--- src/rtl/multi_alarm_clock_core.sv ---
// Multi-alarm clock core: BCD time-of-day counter with a validated load
// path, NUM_ALARMS enable-gated alarm entries, a ring/snooze/dismiss state
// machine and 12/24-hour display conversion, all in a single clock domain.
module multi_alarm_clock_core #(
  parameter int TICKS_PER_SEC = 50000000,
  parameter int NUM_ALARMS    = 4,
  parameter int IDX_W         = 2,
  parameter int RING_SEC      = 60,
  parameter int SNOOZE_MIN    = 5
) (
  input  logic             clk,
  input  logic             rst,
  input  logic             set_valid,
  input  logic [23:0]      set_time,
  input  logic             alm_wr,
  input  logic [IDX_W-1:0] alm_idx,
  input  logic [15:0]      alm_time,
  input  logic             alm_en,
  input  logic             snooze,
  input  logic             dismiss,
  input  logic             mode_12h,
  output logic [23:0]      time_bcd,
  output logic [23:0]      disp_bcd,
  output logic             pm,
  output logic             sec_pulse,
  output logic             ringing,
  output logic [IDX_W-1:0] ring_idx,
  output logic             set_err
);

  localparam int PRESC_W = (TICKS_PER_SEC > 2) ? $clog2(TICKS_PER_SEC) : 1;
  localparam logic [PRESC_W-1:0] PRESC_MAX = PRESC_W'(TICKS_PER_SEC - 1);
  localparam logic [7:0]         RING_LIM  = 8'(RING_SEC);
  localparam logic [9:0]         SNZ_LOAD  = 10'(SNOOZE_MIN * 60);
  // Widened by one bit so NUM_ALARMS itself is representable (e.g. 16).
  localparam logic [IDX_W:0]     ALM_COUNT = (IDX_W + 1)'(NUM_ALARMS);

  typedef enum logic [1:0] {
    ST_IDLE,
    ST_RING,
    ST_SNOOZE
  } state_t;

  // Time-of-day and prescaler state
  logic [PRESC_W-1:0] presc_q;
  logic [23:0]        time_q;
  logic               sec_pulse_q;
  logic               set_err_q;

  // Alarm table
  logic [15:0]           alm_hm_q [NUM_ALARMS];
  logic [NUM_ALARMS-1:0] alm_en_q;

  // Alarm state machine
  state_t           state_q;
  logic             ringing_q;
  logic [IDX_W-1:0] ring_idx_q;
  logic [7:0]       ring_cnt_q;
  logic [9:0]       snz_cnt_q;

  // Hour field is 00..23 in BCD.
  function automatic logic hour_ok(input logic [7:0] h);
    return (h[7:4] <= 4'd1 && h[3:0] <= 4'd9) ||
           (h[7:4] == 4'd2 && h[3:0] <= 4'd3);
  endfunction

  // Minute or second field is 00..59 in BCD.
  function automatic logic min_ok(input logic [7:0] m);
    return (m[7:4] <= 4'd5) && (m[3:0] <= 4'd9);
  endfunction

  // One-second BCD increment with carries through 23:59:59 -> 00:00:00.
  function automatic logic [23:0] bcd_inc(input logic [23:0] t);
    logic [3:0] hs, hg, ms, mg, ss, sg;
    {hs, hg, ms, mg, ss, sg} = t;
    if (sg != 4'd9) begin
      sg = sg + 4'd1;
    end else begin
      sg = 4'd0;
      if (ss != 4'd5) begin
        ss = ss + 4'd1;
      end else begin
        ss = 4'd0;
        if (mg != 4'd9) begin
          mg = mg + 4'd1;
        end else begin
          mg = 4'd0;
          if (ms != 4'd5) begin
            ms = ms + 4'd1;
          end else begin
            ms = 4'd0;
            if (hs == 4'd2 && hg == 4'd3) begin
              hs = 4'd0;
              hg = 4'd0;
            end else if (hg != 4'd9) begin
              hg = hg + 4'd1;
            end else begin
              hg = 4'd0;
              hs = hs + 4'd1;
            end
          end
        end
      end
    end
    return {hs, hg, ms, mg, ss, sg};
  endfunction

  logic set_ok, alm_ok, set_load, alm_load, tick, disable_active;

  assign set_ok   = hour_ok(set_time[23:16]) && min_ok(set_time[15:8]) &&
                    min_ok(set_time[7:0]);
  assign alm_ok   = hour_ok(alm_time[15:8]) && min_ok(alm_time[7:0]) &&
                    ({1'b0, alm_idx} < ALM_COUNT);
  assign set_load = set_valid && set_ok;
  assign alm_load = alm_wr && alm_ok;
  assign tick     = (presc_q == PRESC_MAX);

  // Disabling the entry that is ringing or snoozed cancels the alarm.
  assign disable_active = alm_load && !alm_en && (alm_idx == ring_idx_q);

  // Prescaler, time register, second pulse and rejection pulse
  // NOTE: every clocked register uses non-blocking (<=) assignments so all
  // flops sample their inputs from the same pre-edge values.
  always_ff @(posedge clk or posedge rst) begin
    if (rst) begin
      presc_q     <= '0;
      time_q      <= '0;
      sec_pulse_q <= 1'b0;
      set_err_q   <= 1'b0;
    end else begin
      set_err_q <= (set_valid && !set_ok) || (alm_wr && !alm_ok);
      if (set_load) begin
        // A load overrides a coincident tick and restarts the second.
        time_q      <= set_time;
        presc_q     <= '0;
        sec_pulse_q <= 1'b0;
      end else if (tick) begin
        time_q      <= bcd_inc(time_q);
        presc_q     <= '0;
        sec_pulse_q <= 1'b1;
      end else begin
        presc_q     <= presc_q + 1'b1;
        sec_pulse_q <= 1'b0;
      end
    end
  end

  // Alarm table writes
  // NOTE: the alarm table is a handful of flops that must come up disabled,
  // so it is reset like any other register rather than treated as a RAM.
  always_ff @(posedge clk or posedge rst) begin
    if (rst) begin
      for (int i = 0; i < NUM_ALARMS; i++) begin
        alm_hm_q[i] <= '0;
        alm_en_q[i] <= 1'b0;
      end
    end else if (alm_load) begin
      for (int i = 0; i < NUM_ALARMS; i++) begin
        if (alm_idx == IDX_W'(i)) begin
          alm_hm_q[i] <= alm_time;
          alm_en_q[i] <= alm_en;
        end
      end
    end
  end

  logic             match_hit;
  logic [IDX_W-1:0] match_idx;
  logic             alarm_trig;

  // Lowest-index enabled entry whose hh:mm equals the current time
  // NOTE: every always_comb output gets a default first so no path leaves it
  // unassigned, which would otherwise infer a latch.
  always_comb begin
    match_hit = 1'b0;
    match_idx = '0;
    for (int i = NUM_ALARMS - 1; i >= 0; i--) begin
      if (alm_en_q[i] && (alm_hm_q[i] == time_q[23:8])) begin
        match_hit = 1'b1;
        match_idx = IDX_W'(i);
      end
    end
  end

  // sec_pulse only follows a real advance, so loads can never trigger.
  assign alarm_trig = sec_pulse_q && (time_q[7:0] == 8'h00) && match_hit;

  // Ring / snooze / dismiss state machine with registered outputs
  always_ff @(posedge clk or posedge rst) begin
    if (rst) begin
      state_q    <= ST_IDLE;
      ringing_q  <= 1'b0;
      ring_idx_q <= '0;
      ring_cnt_q <= '0;
      snz_cnt_q  <= '0;
    end else if (set_load || disable_active) begin
      state_q   <= ST_IDLE;
      ringing_q <= 1'b0;
    end else begin
      case (state_q)
        ST_IDLE: begin
          if (alarm_trig) begin
            state_q    <= ST_RING;
            ringing_q  <= 1'b1;
            ring_idx_q <= match_idx;
            ring_cnt_q <= '0;
          end
        end
        ST_RING: begin
          // Further matches are ignored while ringing.
          if (dismiss) begin
            state_q   <= ST_IDLE;
            ringing_q <= 1'b0;
          end else if (snooze) begin
            state_q   <= ST_SNOOZE;
            ringing_q <= 1'b0;
            snz_cnt_q <= SNZ_LOAD;
          end else if (sec_pulse_q) begin
            if (ring_cnt_q + 8'd1 == RING_LIM) begin
              state_q   <= ST_IDLE;
              ringing_q <= 1'b0;
            end else begin
              ring_cnt_q <= ring_cnt_q + 8'd1;
            end
          end
        end
        ST_SNOOZE: begin
          if (dismiss) begin
            state_q <= ST_IDLE;
          end else if (alarm_trig) begin
            // A fresh match preempts the pending snooze.
            state_q    <= ST_RING;
            ringing_q  <= 1'b1;
            ring_idx_q <= match_idx;
            ring_cnt_q <= '0;
          end else if (sec_pulse_q) begin
            if (snz_cnt_q == 10'd1) begin
              state_q    <= ST_RING;
              ringing_q  <= 1'b1;
              ring_cnt_q <= '0;
            end else begin
              snz_cnt_q <= snz_cnt_q - 10'd1;
            end
          end
        end
        default: begin
          state_q   <= ST_IDLE;
          ringing_q <= 1'b0;
        end
      endcase
    end
  end

  logic [7:0] hour;
  logic [7:0] disp_hour;

  assign hour = time_q[23:16];

  // 12-hour display conversion: 00 -> 12, 13..23 -> 01..11
  always_comb begin
    disp_hour = hour;
    if (mode_12h) begin
      if (hour == 8'h00) begin
        disp_hour = 8'h12;
      end else if (hour[7:4] == 4'd1 && hour[3:0] >= 4'd3) begin
        disp_hour = {4'd0, hour[3:0] - 4'd2};
      end else if (hour[7:4] == 4'd2 && hour[3:0] <= 4'd1) begin
        disp_hour = {4'd0, hour[3:0] + 4'd8};
      end else if (hour[7:4] == 4'd2) begin
        disp_hour = {4'd1, hour[3:0] - 4'd2};
      end
    end
  end

  assign pm        = (hour[7:4] == 4'd2) || (hour[7:4] == 4'd1 && hour[3:0] >= 4'd2);
  assign disp_bcd  = {disp_hour, time_q[15:0]};
  assign time_bcd  = time_q;
  assign sec_pulse = sec_pulse_q;
  assign ringing   = ringing_q;
  assign ring_idx  = ring_idx_q;
  assign set_err   = set_err_q;

endmodule

--- config.mk ---
export PLATFORM = sky130hd
export DESIGN_NAME = multi_alarm_clock_core
export DESIGN_NICKNAME = d
export VERILOG_FILES = /design/src/rtl/multi_alarm_clock_core.sv
export SDC_FILE = /design/constraint.sdc
export NUM_CORES = 1
export LEC_CHECK = 0
export ABC_AREA = 1
export BUFFER_PORTS_ARGS = -buffer_cell sky130_fd_sc_hd__buf_2
export CORE_UTILIZATION = 23
export CTS_CLUSTER_DIAMETER = 60
export DETAILED_ROUTE_END_ITERATION = 6
export PLACE_DENSITY = 0.44
export SETUP_SLACK_MARGIN = 0.5
export SYNTH_ARGS = -nofsm -noshare
export SYNTH_HDL_FRONTEND = slang
export SYNTH_SLANG_ARGS = --single-unit
export TNS_END_PERCENT = 50
--- constraint.sdc ---
create_clock -name clk -period 5.18 [get_ports clk]
set_input_delay 0.518 -clock clk [delete_from_list [all_inputs] [get_ports clk]]
set_output_delay 0.518 -clock clk [all_outputs]
set_load 0.1 [all_outputs]
# After elaboration in Yosys (flattened, before gate mapping)
# Cells that the tools add are included.
[totals]
ff_bits = 143
wordCells = 236
[op_classes]
muxes = 83
bitwise_logic = 1
n_lt_le_gt_ge = 15
n_addsub = 11
reduce_logical = 56
eq_ne = 48
[op_table]
columns = ["operator", "n"]
rows = [
  ["$mux 8", 14],
  ["$mux 4", 22],
  ["$eq 16x16->1", 4],
  ["$mux 10", 6],
  ["$mux 26", 2],
  ["$mux 24", 2],
  ["$mux 2", 16],
  ["$ne 2x2->1 const B", 14],
  ["$add 26x1->26 const B", 1],
  ["$eq 26x26->1 const B", 1],
  ["$logic_and 1x1->1", 26],
  ["$add 4x1->4 const B", 6],
  ["$pmux 8 s3", 1],
  ["$le 4x4->1 const B", 5],
  ["$ne 4x4->1 const B", 5],
  ["$ne 5x5->1 const B", 4],
  ["$pmux 10 s2", 1],
  ["$eq 4x2->1 const B", 4],
  ["$logic_not 8->1", 2],
  ["$mux 1", 16],
  ["$ne 3x3->1 const B", 5],
  ["$le 4x1->1 const B", 3],
  ["$le 4x3->1 const B", 3],
  ["$reduce_and 6->1", 2],
  ["other kinds (28)", 49],
]

# Logic depth before layout (Yosys ltp)
[depth]
ltp_word = 11
depth_mapped = 15
depth_no_buf = 14

# Least setup slack after synthesis
# Ideal clock, no wire load.
[synth_path]
path_type = "reg2out"
startpoint = "reg time_q[17] (netlist: time_bcd[17])"
endpoint = "out pm"
path_slack_ps = 1202
arrival_time_ps = 3460
path_stages_with_launch = 4
path_buffers = 1
cell_sequence = "dfrtp_1 -> buf_2 -> nor3_1 -> o21ai_0"
[synth_between]
elab_chain_cells = 3
[synth_lines]
columns = ["element", "line", "source"]
rows = [
  ["start: declaration", "46", "logic [23:0] time_q;"],
  ["start signal: assignment", "134", "time_q <= set_time;"],
  ["start signal: assignment", "138", "time_q <= bcd_inc(time_q);"],
  ["$ge 4x2->1", "275", "assign pm = (hour[7:4] == 4'd2) || (hour[7:4] == 4'd1 && hour[3:0] >= 4'd2);"],
  ["$logic_and 1x1->1", "275", ""],
  ["$logic_or 1x1->1", "275", ""],
  ["end: declaration", "24", "output logic pm,"],
]
# No other way between the ends.

# Final worst setup path
[layout_path]
startpoint = "reg time_q[21] (netlist: time_bcd[21])"
endpoint = "out disp_bcd[17]"
[layout_between]
elab_chain_cells = 6
word_cells_on_any_way = 10
[layout_lines]
columns = ["element", "line", "source"]
rows = [
  ["$eq 4x2->1", "267, 269", ""],
  ["$mux 8 or $logic_and 1x1->1 (tied branches)", "269, 267", ""],
  ["$mux 8", "267", "end else if (hour[7:4] == 4'd2 && hour[3:0] <= 4'd1) begin"],
  ["$mux 8", "265", "end else if (hour[7:4] == 4'd1 && hour[3:0] >= 4'd3) begin"],
  ["$mux 8 *", "263", "if (hour == 8'h00) begin"],
  ["$mux 8 *", "262", "if (mode_12h) begin"],
  ["end: declaration", "23", "output logic [23:0] disp_bcd,"],
]
# Mark *: on every way between the ends. The rest lies on a longest branch, timed or not.

==> flow_summary.ini <==
[outcome]
status = complete, no violations

[worst_setup_path]
worstSetupStartpointType = flip-flop
path_max_fanout = 10
critPathKind = reg -> out
path_delay_family = buffers and inverters
end_kind = primary output
cpMostUsedCell = nand2_1
crit_chain = inv_2, ha_1, nand2_1, a21oi_1, inv_1, nand2_1, inv_1, nand2_1, nand2_1, nand2_1, o21ai_0, inv_1, buf_2
slowest_stage = dfrtp_1
cp.required_ns = 4.66
critPathMaxStageDelay_ns = 0.58
worst_ep_arrival_time_ns = 2.66
cp.buffers_inverters = 5

[synthesis]
ys.flop_type = dfrtp_1
synth.top_cells.by_count = nand2_1 (343), inv_1 (150), dfrtp_1 (143), nor2_1 (116), nand3_1 (81)
ys_top_cells_by_area = dfrtp_1 (42%), nand2_1 (15%), inv_1 (6.5%)
synthDistinctLibCells = 47
synth.most_common_cell = nand2_1
yosysWarnings = 0
ys_seq_area_frac = 0.415
syn_area_sq_mm = 0.00862
synth_enable_flop_cells = 0
async_flop_share = 1.00
ys_ff_latch = 143
synth_fp_nets = 1255
synth_top_cell_area_share = 0.415
synth_area_leader_cell = dfrtp_1
synthCells = 1195
avgSynthCellArea_sq_um = 7.21

[cells_and_area]
register_area_sq_mm = 0.00358
syn_to_final_growth_pct = 16.9
utilization = 0.274
multiInputGateArea_sq_mm = 0.00412
fillers = 4019
fin_cells = 1753
drive_above_1_share = 0.156
antenna_cells = 0
stdcell_area_sq_mm = 0.0101
nets = 1332

[sta]
timing.final.crit_period_ns = 3.18
worst_pin_slew_ns = 1.13
finalCritPeriodShare = 0.614
slew_viol_final = 0
max_freq_ghz = 0.315
fin_ws_ns = 2.00
final_hold_viol_count = 0
setup_viol_count_final = 0
whs_ns = 0.142
rsz0062_at_grt = false
maxSlewHeadroom = 0.247
clock_skew_ns = 0.0133
tns_ns = 0

[die]
coreArea_sq_mm = 0.0367
die_w_um = 196
ios = 104
fp-row-count = 70
start_util = 0.235
dieArea_sq_mm = 0.0382
die_y_um = 196

[detailed_routing]
route.detailed.drc = 0
drtAntennaViolNets = 0
wl_per_cell_um = 15.1
finalWirelength_um = 26400
drt-initial-drc-count = 446
vias = 7722
dr.pass1.iters = 4
viasPerCell = 4.41

[clock_tree]
cts_buffer_depth = 2
cts_num_sinks = 143
post_cts_buffers = 0
cts_tree = built
postCtsHoldBufs = 0
clk_pin_slew_ns = 0.07
cts.repair.resized = 0
worstSkewPairLatency_ns = 0.43
clockRootBuffer = clkbuf_16
htree_levels = 4
cts_made_buffers = 17

[place]
dpl-instance-area_sq_mm = 0.00946
place_ws_ns = 1.64
gp_congestion = 0.799
dp_cells = 1721
hpwl_um = 19700
io_buffers = 103

[power_and_ir_drop]
finalPower_mw = 3.43
p_leak_nw = 5.01
peakVddDrop_uv = 191
power.density_mw_per_mm2 = 341

[grt]
grt.overflow.total = 0
grt_max_degree = 55
grt_first_pass_wirelength_um = 42100
grt_pass1_vias = 7480
track_usage = 0.143
antenna_found_initial = 2

[run]
cap_violations = 0

[min_path]
hp-class = in -> async
## where the power goes
part           internal [mW]  total [mW]  switching, mW
Sequential              1.27        1.39          0.124
Clock                  0.744        1.30          0.555
Combinational          0.255       0.744          0.490
Total                   2.26        3.43           1.17
## per-layer routing
layer / vias up / routed length, um / part of all wire / global-route usage
li1: 3933 / - / - / -
met1: 3612 / 12200 / 0.46 / 0.191
met4: 4 / 335 / 0.013 / 0.0338
met5: - / 27 / 0.0010 / 0
met2: 152 / 12800 / 0.48 / 0.238
met3: 21 / 1040 / 0.039 / 0.0231
## final timing paths
kind	from	endpoint	slack, ns	depth (start not counted)
max	time_bcd[21]	disp_bcd[17]	2.00	13
min	rst	presc_q[9]	0.14	2
max reg2reg	time_bcd[20]	snz_cnt_q[8]	2.52	13
min reg2reg	presc_q[0]	presc_q[0]	0.48	1
max in group asynchronous	rst	alm_hm_q[5]	3.97	3
min in group clk	set_time[1]	time_bcd[1]	0.33	3
## state kept, by name (all words and copies together), names as in the netlist
signal,flops
presc_q,26
sec_pulse,1
alm_hm_q,64
ring_idx,2
alm_en_q,4
ring_cnt_q,8
ringing,1
snz_cnt_q,10
time_bcd,24
state_q,2
set_err,1
## logic make-up after synthesis
group                      after synthesis  synth area share
and+or+nand+nor                        625             0.318
buffers and inverters                  216             0.108
AOI/OAI and AO/OA                      162             0.104
DFF                                    143             0.415
xor gates and xnor gates                34            0.0346
adders and majority gates               10            0.0145
muxes                                    5           0.00624
## worst register-to-register path: stages (launching register included)
cell and delay [ns]:
dfrtp_1 0.68, inv_1 0.24, nand2_1 0.11, nand2_1 0.06, nor2_1 0.20, nand2_1 0.09
nor2_1 0.10, nand3_1 0.12, nand2_1 0.19, o21ai_4 0.11, nand3_2 0.27, nand2_2 0.22
nand2_1 0.11, nand2_1 0.06
## final cells by class
class	instances	area share
Multi-Input combinational cell	836	0.409
Sequential cell	143	0.355
Timing Repair Buffer	107	0.0542
Clock inverter	14	0.0169
Inverter	167	0.0627
Tap cell	468	0.0581
Clock buffer	18	0.0436
## cell usage in the layout, fill, tap and decap left out, types with 5 or more instances in the layout
cell type and n:
nand2_1 343, nand3b_1 6, nand4_1 22, nor3_1 16, dfrtp_1 143, nor4_1 7, o21a_1 5, inv_6 9
nor3_4 5, xor2_1 15, nand3_1 81, a21oi_1 32, nand2_2 7, xnor2_1 19, o21ai_1 26, ha_1 10
inv_1 149, buf_2 103, o21ai_2 6, nor2_1 116, clkbuf_16 17, inv_2 17, or2_2 7, o21ai_0 76
Power figures use the tool's default switching activity.
